### src/rtl/inert_intf_ctrl.sv
// Inertial sensor command sequencer: waits out power-up, writes three config registers, then
// reads the yaw rate on each data-ready. Optional 4-sample averaging under INERT_YAW_AVG_EN.
module inert_intf_ctrl #(
    parameter int unsigned PWR_TMR_W = 16,
    parameter logic [15:0] CFG0      = 16'h0D02,
    parameter logic [15:0] CFG1      = 16'h1160,
    parameter logic [15:0] CFG2      = 16'h1440
) (
    input  logic        clk,
    input  logic        rst_n,
    input  logic        INT,
    input  logic        done,
    input  logic [15:0] rd_data,
    output logic        wrt,
    output logic [15:0] cmd,
    output logic        init_done,
    output logic        vld,
    output logic [15:0] yaw_rt
);

    localparam logic [15:0] CmdYawL = 16'hA600;
    localparam logic [15:0] CmdYawH = 16'hA700;

    typedef enum logic [3:0] {
        StPwr, StCfg0, StWCfg0, StCfg1, StWCfg1, StCfg2, StWCfg2,
        StIdle, StWYl, StYh, StWYh
    } state_t;

    state_t               state;
    logic [PWR_TMR_W-1:0] tmr;
    logic                 int_ff1;
    logic                 int_ff2;
    logic [7:0]           yaw_l;
    logic [15:0]          sample;
    logic                 spi_done;
    logic                 unused_rd_hi;

    assign sample       = {rd_data[7:0], yaw_l};
    // done is stale while wrt is high: the SPI only clears it on that edge.
    assign spi_done     = done && !wrt;
    assign unused_rd_hi = ^rd_data[15:8];

`ifdef INERT_YAW_AVG_EN
    logic [15:0] hist [4];
    logic [17:0] sum;
    logic [17:0] sum_nxt;

    assign sum_nxt = sum + {{2{sample[15]}}, sample} - {{2{hist[3][15]}}, hist[3]};
`endif

    always_ff @(posedge clk or negedge rst_n) begin
        if (!rst_n) begin
            state     <= StPwr;
            tmr       <= '0;
            int_ff1   <= 1'b0;
            int_ff2   <= 1'b0;
            yaw_l     <= '0;
            wrt       <= 1'b0;
            cmd       <= '0;
            init_done <= 1'b0;
            vld       <= 1'b0;
            yaw_rt    <= '0;
`ifdef INERT_YAW_AVG_EN
            sum       <= '0;
            for (int i = 0; i < 4; i++) begin
                hist[i] <= '0;
            end
`endif
        end else begin
            int_ff1 <= INT;
            int_ff2 <= int_ff1;
            wrt     <= 1'b0;
            vld     <= 1'b0;
            unique case (state)
                StPwr: begin
                    tmr <= tmr + PWR_TMR_W'(1);
                    if (tmr == '1) begin
                        state <= StCfg0;
                    end
                end
                StCfg0: begin
                    wrt   <= 1'b1;
                    cmd   <= CFG0;
                    state <= StWCfg0;
                end
                StWCfg0: begin
                    if (spi_done) begin
                        state <= StCfg1;
                    end
                end
                StCfg1: begin
                    wrt   <= 1'b1;
                    cmd   <= CFG1;
                    state <= StWCfg1;
                end
                StWCfg1: begin
                    if (spi_done) begin
                        state <= StCfg2;
                    end
                end
                StCfg2: begin
                    wrt   <= 1'b1;
                    cmd   <= CFG2;
                    state <= StWCfg2;
                end
                StWCfg2: begin
                    if (spi_done) begin
                        init_done <= 1'b1;
                        state     <= StIdle;
                    end
                end
                StIdle: begin
                    if (int_ff2) begin
                        wrt   <= 1'b1;
                        cmd   <= CmdYawL;
                        state <= StWYl;
                    end
                end
                StWYl: begin
                    if (spi_done) begin
                        yaw_l <= rd_data[7:0];
                        state <= StYh;
                    end
                end
                StYh: begin
                    wrt   <= 1'b1;
                    cmd   <= CmdYawH;
                    state <= StWYh;
                end
                StWYh: begin
                    if (spi_done) begin
`ifdef INERT_YAW_AVG_EN
                        sum     <= sum_nxt;
                        yaw_rt  <= sum_nxt[17:2];
                        hist[0] <= sample;
                        hist[1] <= hist[0];
                        hist[2] <= hist[1];
                        hist[3] <= hist[2];
`else
                        yaw_rt  <= sample;
`endif
                        vld     <= 1'b1;
                        state   <= StIdle;
                    end
                end
                default: state <= StPwr;
            endcase
        end
    end

endmodule
### config.mk
export PLATFORM = sky130hd
export DESIGN_NAME = inert_intf_ctrl
export DESIGN_NICKNAME = d
export VERILOG_FILES = /design/src/rtl/inert_intf_ctrl.sv
export SDC_FILE = /design/constraint.sdc
export NUM_CORES = 1
export LEC_CHECK = 0
export CELL_PAD_IN_SITES_DETAIL_PLACEMENT = 1
export CELL_PAD_IN_SITES_GLOBAL_PLACEMENT = 2
export CORE_AREA = 2 2 66 114
export DETAILED_ROUTE_END_ITERATION = 7
export DIE_AREA = 0 0 68 116
export PLACE_DENSITY = 0.91
export SYNTH_ARGS = -nofsm -noshare
export SYNTH_HDL_FRONTEND = slang
export SYNTH_SLANG_ARGS = --single-unit
### constraint.sdc
create_clock -name clk -period 4.4 [get_ports clk]
set_input_delay 0.66 -clock clk [delete_from_list [all_inputs] [get_ports clk]]
set_output_delay 0.66 -clock clk [all_outputs]
set_load 0.005 [all_outputs]
==> impl_metrics.yaml, run 1 <==
status:
  status: "finished, final reports clean"
die:
  die_h_um: 116
  row_count: 40
  core_um2: 6907
  die_x_um: 68
  ios: 55
  dieArea_um2: 7888
  initial_core_util_pct: 34.29
clock_network:
  clock-sinks: 55
  cts_tree: "done"
  numCtsBuffers: 5
  ctsHoldBuffers: 0
  cts_root_buffer: "clkbuf_16"
  clockBufferDepth: 2
  clk_pin_slew_worst_paths_ps: 70
  clk_latency_ps: 300
  cts-resized-gates: 0
  postCtsSetupBuffers: 0
  htreeDepth: 2
timing:
  setup_viol: 0
  period_minus_slack_ps: 2178
  period_share_pct: 49.50
  tightest_slew_ps: 688.7
  hold_violations: 0
  maxSlewHeadroom_pct: 54.09
  slew_violations: 0
  rsz0062_at_grt: "no"
  timing.fmax_ghz: 0.4592
  setup_tns_ps: 0
  fin_skew_ps: 6.889
hold_path:
  hold_path_class: "flop to flop"
placed_design:
  io_buffer_count: 40
  gp_congestion: 0.7688
  dp_cells: 311
  postPlaceCellArea_um2: 2799
  dp_hpwl_um: 3341
finish:
  drive_gt1_share_pct: 16.17
  final_nets: 255
  synthToLayoutAreaGrowth_pct: 24.41
  n_fill_cell: 769
  num_antenna_cells: 0
  stdcell_count: 319
  finalInstanceArea_um2: 2947
power:
  p_leak_nw: 1.378
  peakVddDrop_mv: 0.3186
  power.density_nw_per_um2: 315.4
  total_power_w: 0.0009293
critical_path:
  critPathCaptureType: "flop"
  r2r-start: "state[2]"
  worstReg2RegEnd: "tmr[10]"
  path_class: "input pin to flop"
  cp-start-kind: "input pin"
  rr_worst_depth: 4
  cp.arrival_ps: 2360
  crit_required_ps: 4580
  crit_end: "yaw_rt[12]"
  startpoint: "done"
  rrSetupSlack_ps: 2410
  crit_fanout: 17
yosys:
  syn_area_um2: 2369
  netlist_instances: 196
  synth_xor_area_share_pct: 5.547
  synth_mux_area_share_pct: 11.89
  ys_ff_latch: 55
  synth_async_sr_flop_share_pct: 100.0
  synth_edf_count: 0
  synth_compound_area_share_pct: 5.705
  synth_top_family_by_area: "simple AND/OR/NAND/NOR gates"
  synth.distinct_cells: 36
  yosys.area_share.simple_pct: 12.57
  ys.flop_type: "dfrtp_1"
  yosysSeqAreaShare_pct: 58.11
  synth_fa_ha_area_share_pct: 0.5283
  syn_avg_cell_area_um2: 12.08
  synth_warnings: 0
routing:
  drtIter0Drc: 38
  vias: 1585
  detail-route-antenna-nets: 0
  wl_um: 4768
  drc: 0
  vias_per_cell: 4.969
  first_pass_iters: 2
  wl_per_cell_um: 14.95
grt:
  grt_pass1_wl_um: 8066
  grt_start_max_net_pins: 56
  antenna_found_initial: 0
  grt_pass1_vias: 1730
  gr-total-overflow: 0
  grt_use_total_pct: 13.89
run:
  cap_violations: 0
==> metal layers <==
layer  up-vias  routed length [µm]  part of all wire (%)  global-route usage [%]
li1        730                   -                     -                       -
met1       819                1740                    36                   14.71
met2        29                2728                    57                   24.27
met3         7                 170                   3.6                   3.592
met4         0                 129                   2.7                   7.600
met5         -                   0                     0                       0
==> cells in the mapped netlist (all sizes together), types with 3 or more instances <==
library cell	count	area (µm²)
dfrtp	55	1376
inv	9	33.78
buf	12	85.08
nand3	6	35.03
mux2	25	281.5
clkbuf	3	11.26
nand2	12	45.04
nor2	14	52.55
xor2	9	78.83
o21ai	7	35.03
nor2b	3	18.77
nand4	6	37.54
a21oi	5	25.02
xnor2	6	52.55
==> metrics by stage <==
| step | hold slack (ps) | setup slack, ps | util (%) |
|---|---|---|---|
| floorplan | 331.2 | 2674 | - |
| global placement | 336.7 | 1923 | 40.53 |
| detailed placement | 340.3 | 1875 | 40.53 |
| CTS | 354.8 | 2193 | 42.66 |
| global route | 372.7 | 2086 | 42.66 |
| finish | 349.3 | 2222 | 42.66 |
==> layout by cell type, fill, tap and decap left out, drive strengths merged, types with 2 or more instances in the layout <==
master,count
dfrtp,55
clkdlybuf4s50,39
mux2,25
nor2,14
nand2,12
inv,10
xor2,9
o21ai,7
nand4,6
xnor2,6
conb,6
nand3,6
a21oi,5
clkbuf,5
nor2b,3
and2,2
and4,2
nor3,2
o31ai,2
nor3b,2
clkinv,2
buf,2
==> worst min path at each step <==
stage             from      end  slack, ps  cells past startpoint
3_5_place_dp   int_ff1  int_ff2        340                      0
3_3_place_gp   int_ff1  int_ff2        340                      0
2_1_floorplan  int_ff1  int_ff2        330                      0
5_1_grt        int_ff1  int_ff2        370                      0
4_1_cts        int_ff1  int_ff2        350                      0
6_report       int_ff1  int_ff2        350                      0
==> power breakdown <==
group	leakage [nW]	internal, W	total (W)	switching (W)
registers	0.754	0.000506	0.000507	0.000000666
clock network	0.0742	0.000213	0.000398	0.000185
logic	0.549	0.00000951	0.0000241	0.0000146
total	1.38	0.000729	0.000929	0.000200
==> layout make-up <==
cell class	instances	area, µm²	area share (%)
clock inverters	3	22.52	0.7643
repair buffers	41	402.9	13.67
flip-flops and latches	55	1376	46.71
inverters	9	33.78	1.146
clock buffers	5	125.1	4.246
well taps	84	105.1	3.567
multi-input cells	122	880.8	29.89
==> flip-flops by register name, summed over array words and instances (netlist names) <==
name,count
cmd,6
init_done,1
int_ff1,1
int_ff2,1
state,4
tmr,16
vld,1
wrt,1
yaw_l,8
yaw_rt,16
==> worst max-delay path, stage by stage <==
cell             delay, ps
clkdlybuf4s50_1        470
nor3b_2                360
nand3_2                440
mux2_2                 430
==> cells by family (layout without fill, tap and decap cells) <==
logic type	after synthesis	count (layout)
DFF	55	55
and+or+nand+nor	54	54
muxes	25	25
buffers and inverters	24	58
AOI/OAI and AO/OA	21	21
xor gates and xnor gates	15	15
adders and majority gates	1	1
other	1	6
(Power assumes the default switching activity.)
==> run 2: changes to the inputs <==
- CORE_AREA: 2 2 66 114 -> 2 2 72 125
- DIE_AREA: 0 0 68 116 -> 0 0 74 127
- PLACE_DENSITY: 0.91 -> 0.81
- clock period: 4.4 -> 2 ns (I/O delays scaled with it)
==> run 2 against run 1 <==
Against the previous run: utilization decreased by 5.8 points; worst hold slack better by 2.1 ps; clock power is 120% higher; register-to-register slack got worse by 2000 ps; clock skew barely moved; cell count rose by 12%; sequential share of layout area fell by 1.8 points; critical path depth grew 1; global-route usage down 2.6 points; sequential power is 120% higher; critical path type is now flop to flop.
==> impl_metrics.yaml, run 2 (synthesized netlist as in run 1, its figures left out) <==
status:
  status: "finished, final reports clean"
critical_path:
  startpoint: "state[2]"
  cp-start-kind: "flop"
  cp.arrival_ps: 1770
  critPathCaptureType: "flop"
  path_class: "flop to flop"
  crit_fanout: 17
  r2r-start: "state[2]"
  crit_required_ps: 2170
die:
  die_h_um: 127
  dieArea_um2: 9398
  die_x_um: 74
  row_count: 44
  core_um2: 8313
  initial_core_util_pct: 28.49
  ios: 55
power:
  swShare_pct: 20.14
  power_frac_seq_pct: 54.7
  power.switching_w: 0.0004109
  internal_power_w: 0.001630
  power.density_nw_per_um2: 665.9
  total_power_w: 0.002040
  p_leak_nw: 1.424
  clockPowerShare_pct: 42.4
  combPwrFrac_pct: 3.0
  peakVddDrop_mv: 0.4587
clock_network:
  clk_latency_ps: 290
  numCtsBuffers: 5
  clockBufferDepth: 2
  clk_pin_slew_worst_paths_ps: 70
  htreeDepth: 2
  cts_root_buffer: "clkbuf_16"
  cts_tree: "done"
  clock-sinks: 55
  ctsHoldBuffers: 1
  cts-resized-gates: 0
  postCtsSetupBuffers: 0
timing:
  setup_viol: 0
  period_share_pct: 79.66
  hold_violations: 0
  rsz0062_at_grt: "no"
  setup_tns_ps: 0
  slew_violations: 0
  fin_skew_ps: 6.518
  timing.fmax_ghz: 0.6276
  period_minus_slack_ps: 1593
routing:
  drtIter0Drc: 54
  drc: 0
  vias: 1589
  wl_per_cell_um: 13.72
  wl_um: 4910
  detail-route-antenna-nets: 0
  first_pass_iters: 3
  vias_per_cell: 4.439
finish:
  num_antenna_cells: 0
  finalInstanceArea_um2: 3064
  synthToLayoutAreaGrowth_pct: 29.37
  mostFrequentLayoutCells: "dfrtp_1, clkdlybuf4s50_1, mux2_2, nor2_1, nand2_1"
  final_nets: 264
  final_common_cell: "dfrtp_1"
  reg_top3: "tmr x16, yaw_rt x16, yaw_l x8"
  drive_gt1_share_pct: 18.52
grt:
  grt_use_total_pct: 11.33
  grt_pass1_wl_um: 8148
  gr-total-overflow: 0
  grt_pass1_vias: 1708
  antenna_found_initial: 0
  grt_start_max_net_pins: 36
run:
  cap_violations: 0
hold_path:
  min_from: "int_ff1"
  hold_path_class: "flop to flop"
placed_design:
  io_buffer_count: 40
  dp_hpwl_um: 3690
  postPlaceCellArea_um2: 2910
  gp_congestion: 0.7377
[run 2: worst paths after layout]
| path | end | slack, ps | depth (start not counted) |
|---|---|---|---|
| setup / recovery | yaw_rt[2] | 410 | 5 |
| hold / removal | int_ff2 | 350 | 0 |
| setup reg to reg | yaw_rt[2] | 410 | 5 |
| hold reg to reg | int_ff2 | 350 | 0 |
| max in group asynchronous | yaw_l[1] | 920 | 3 |
| min in group asynchronous | yaw_l[2] | 530 | 2 |
[run 2: area by class of cell]
| cell class | count | area [µm²] |
|---|---|---|
| Inverter | 9 | 33.78 |
| Fill cell | 910 | 5249 |
| Sequential cell | 55 | 1376 |
| Tap cell | 115 | 143.9 |
| Timing Repair Buffer | 50 | 485.5 |
| Clock buffer | 6 | 138.9 |
| Clock inverter | 1 | 5.005 |
| Multi-Input combinational cell | 122 | 880.8 |
[run 2: metal layers]
layer	up-vias	global-route usage [%]	routed length, µm
met1	804	11.88	1814
met3	5	2.366	209
li1	748	-	-
met4	0	5.348	104
met2	32	20.69	2780
met5	-	0	0
[run 2: power groups by stage]
stage	sequential [W]	clock, W	combinational, W
3_3_place_gp	0.00114	0	0.0000602
2_1_floorplan	0.00114	0	0.0000151
4_1_cts	0.00111	0.000903	0.0000632
3_5_place_dp	0.00114	0	0.0000612
5_1_grt	0.00111	0.000940	0.0000688
6_report	0.00112	0.000864	0.0000606
[run 2: through the flow]
step | cells | util (%) | setup slack, ps | hold slack [ps]
final | 358 | 36.86 | 406.7 | 351.4
after global routing | 358 | 36.86 | 262.4 | 368.6
after CTS | 358 | 36.86 | 338.6 | 355.7
after detailed placement | 350 | 35.01 | 150.4 | 289.2
after global placement | 350 | 35.01 | 188.3 | 279.8
after floorplan | 201 | - | 480.3 | 4.409
[run 2: critical path, stage by stage (launching register included)]
cell and delay [ps]:
dfrtp_1 410, buf_4 200, nor2b_1 250, nand3_2 100, buf_4 220, mux2_2 290
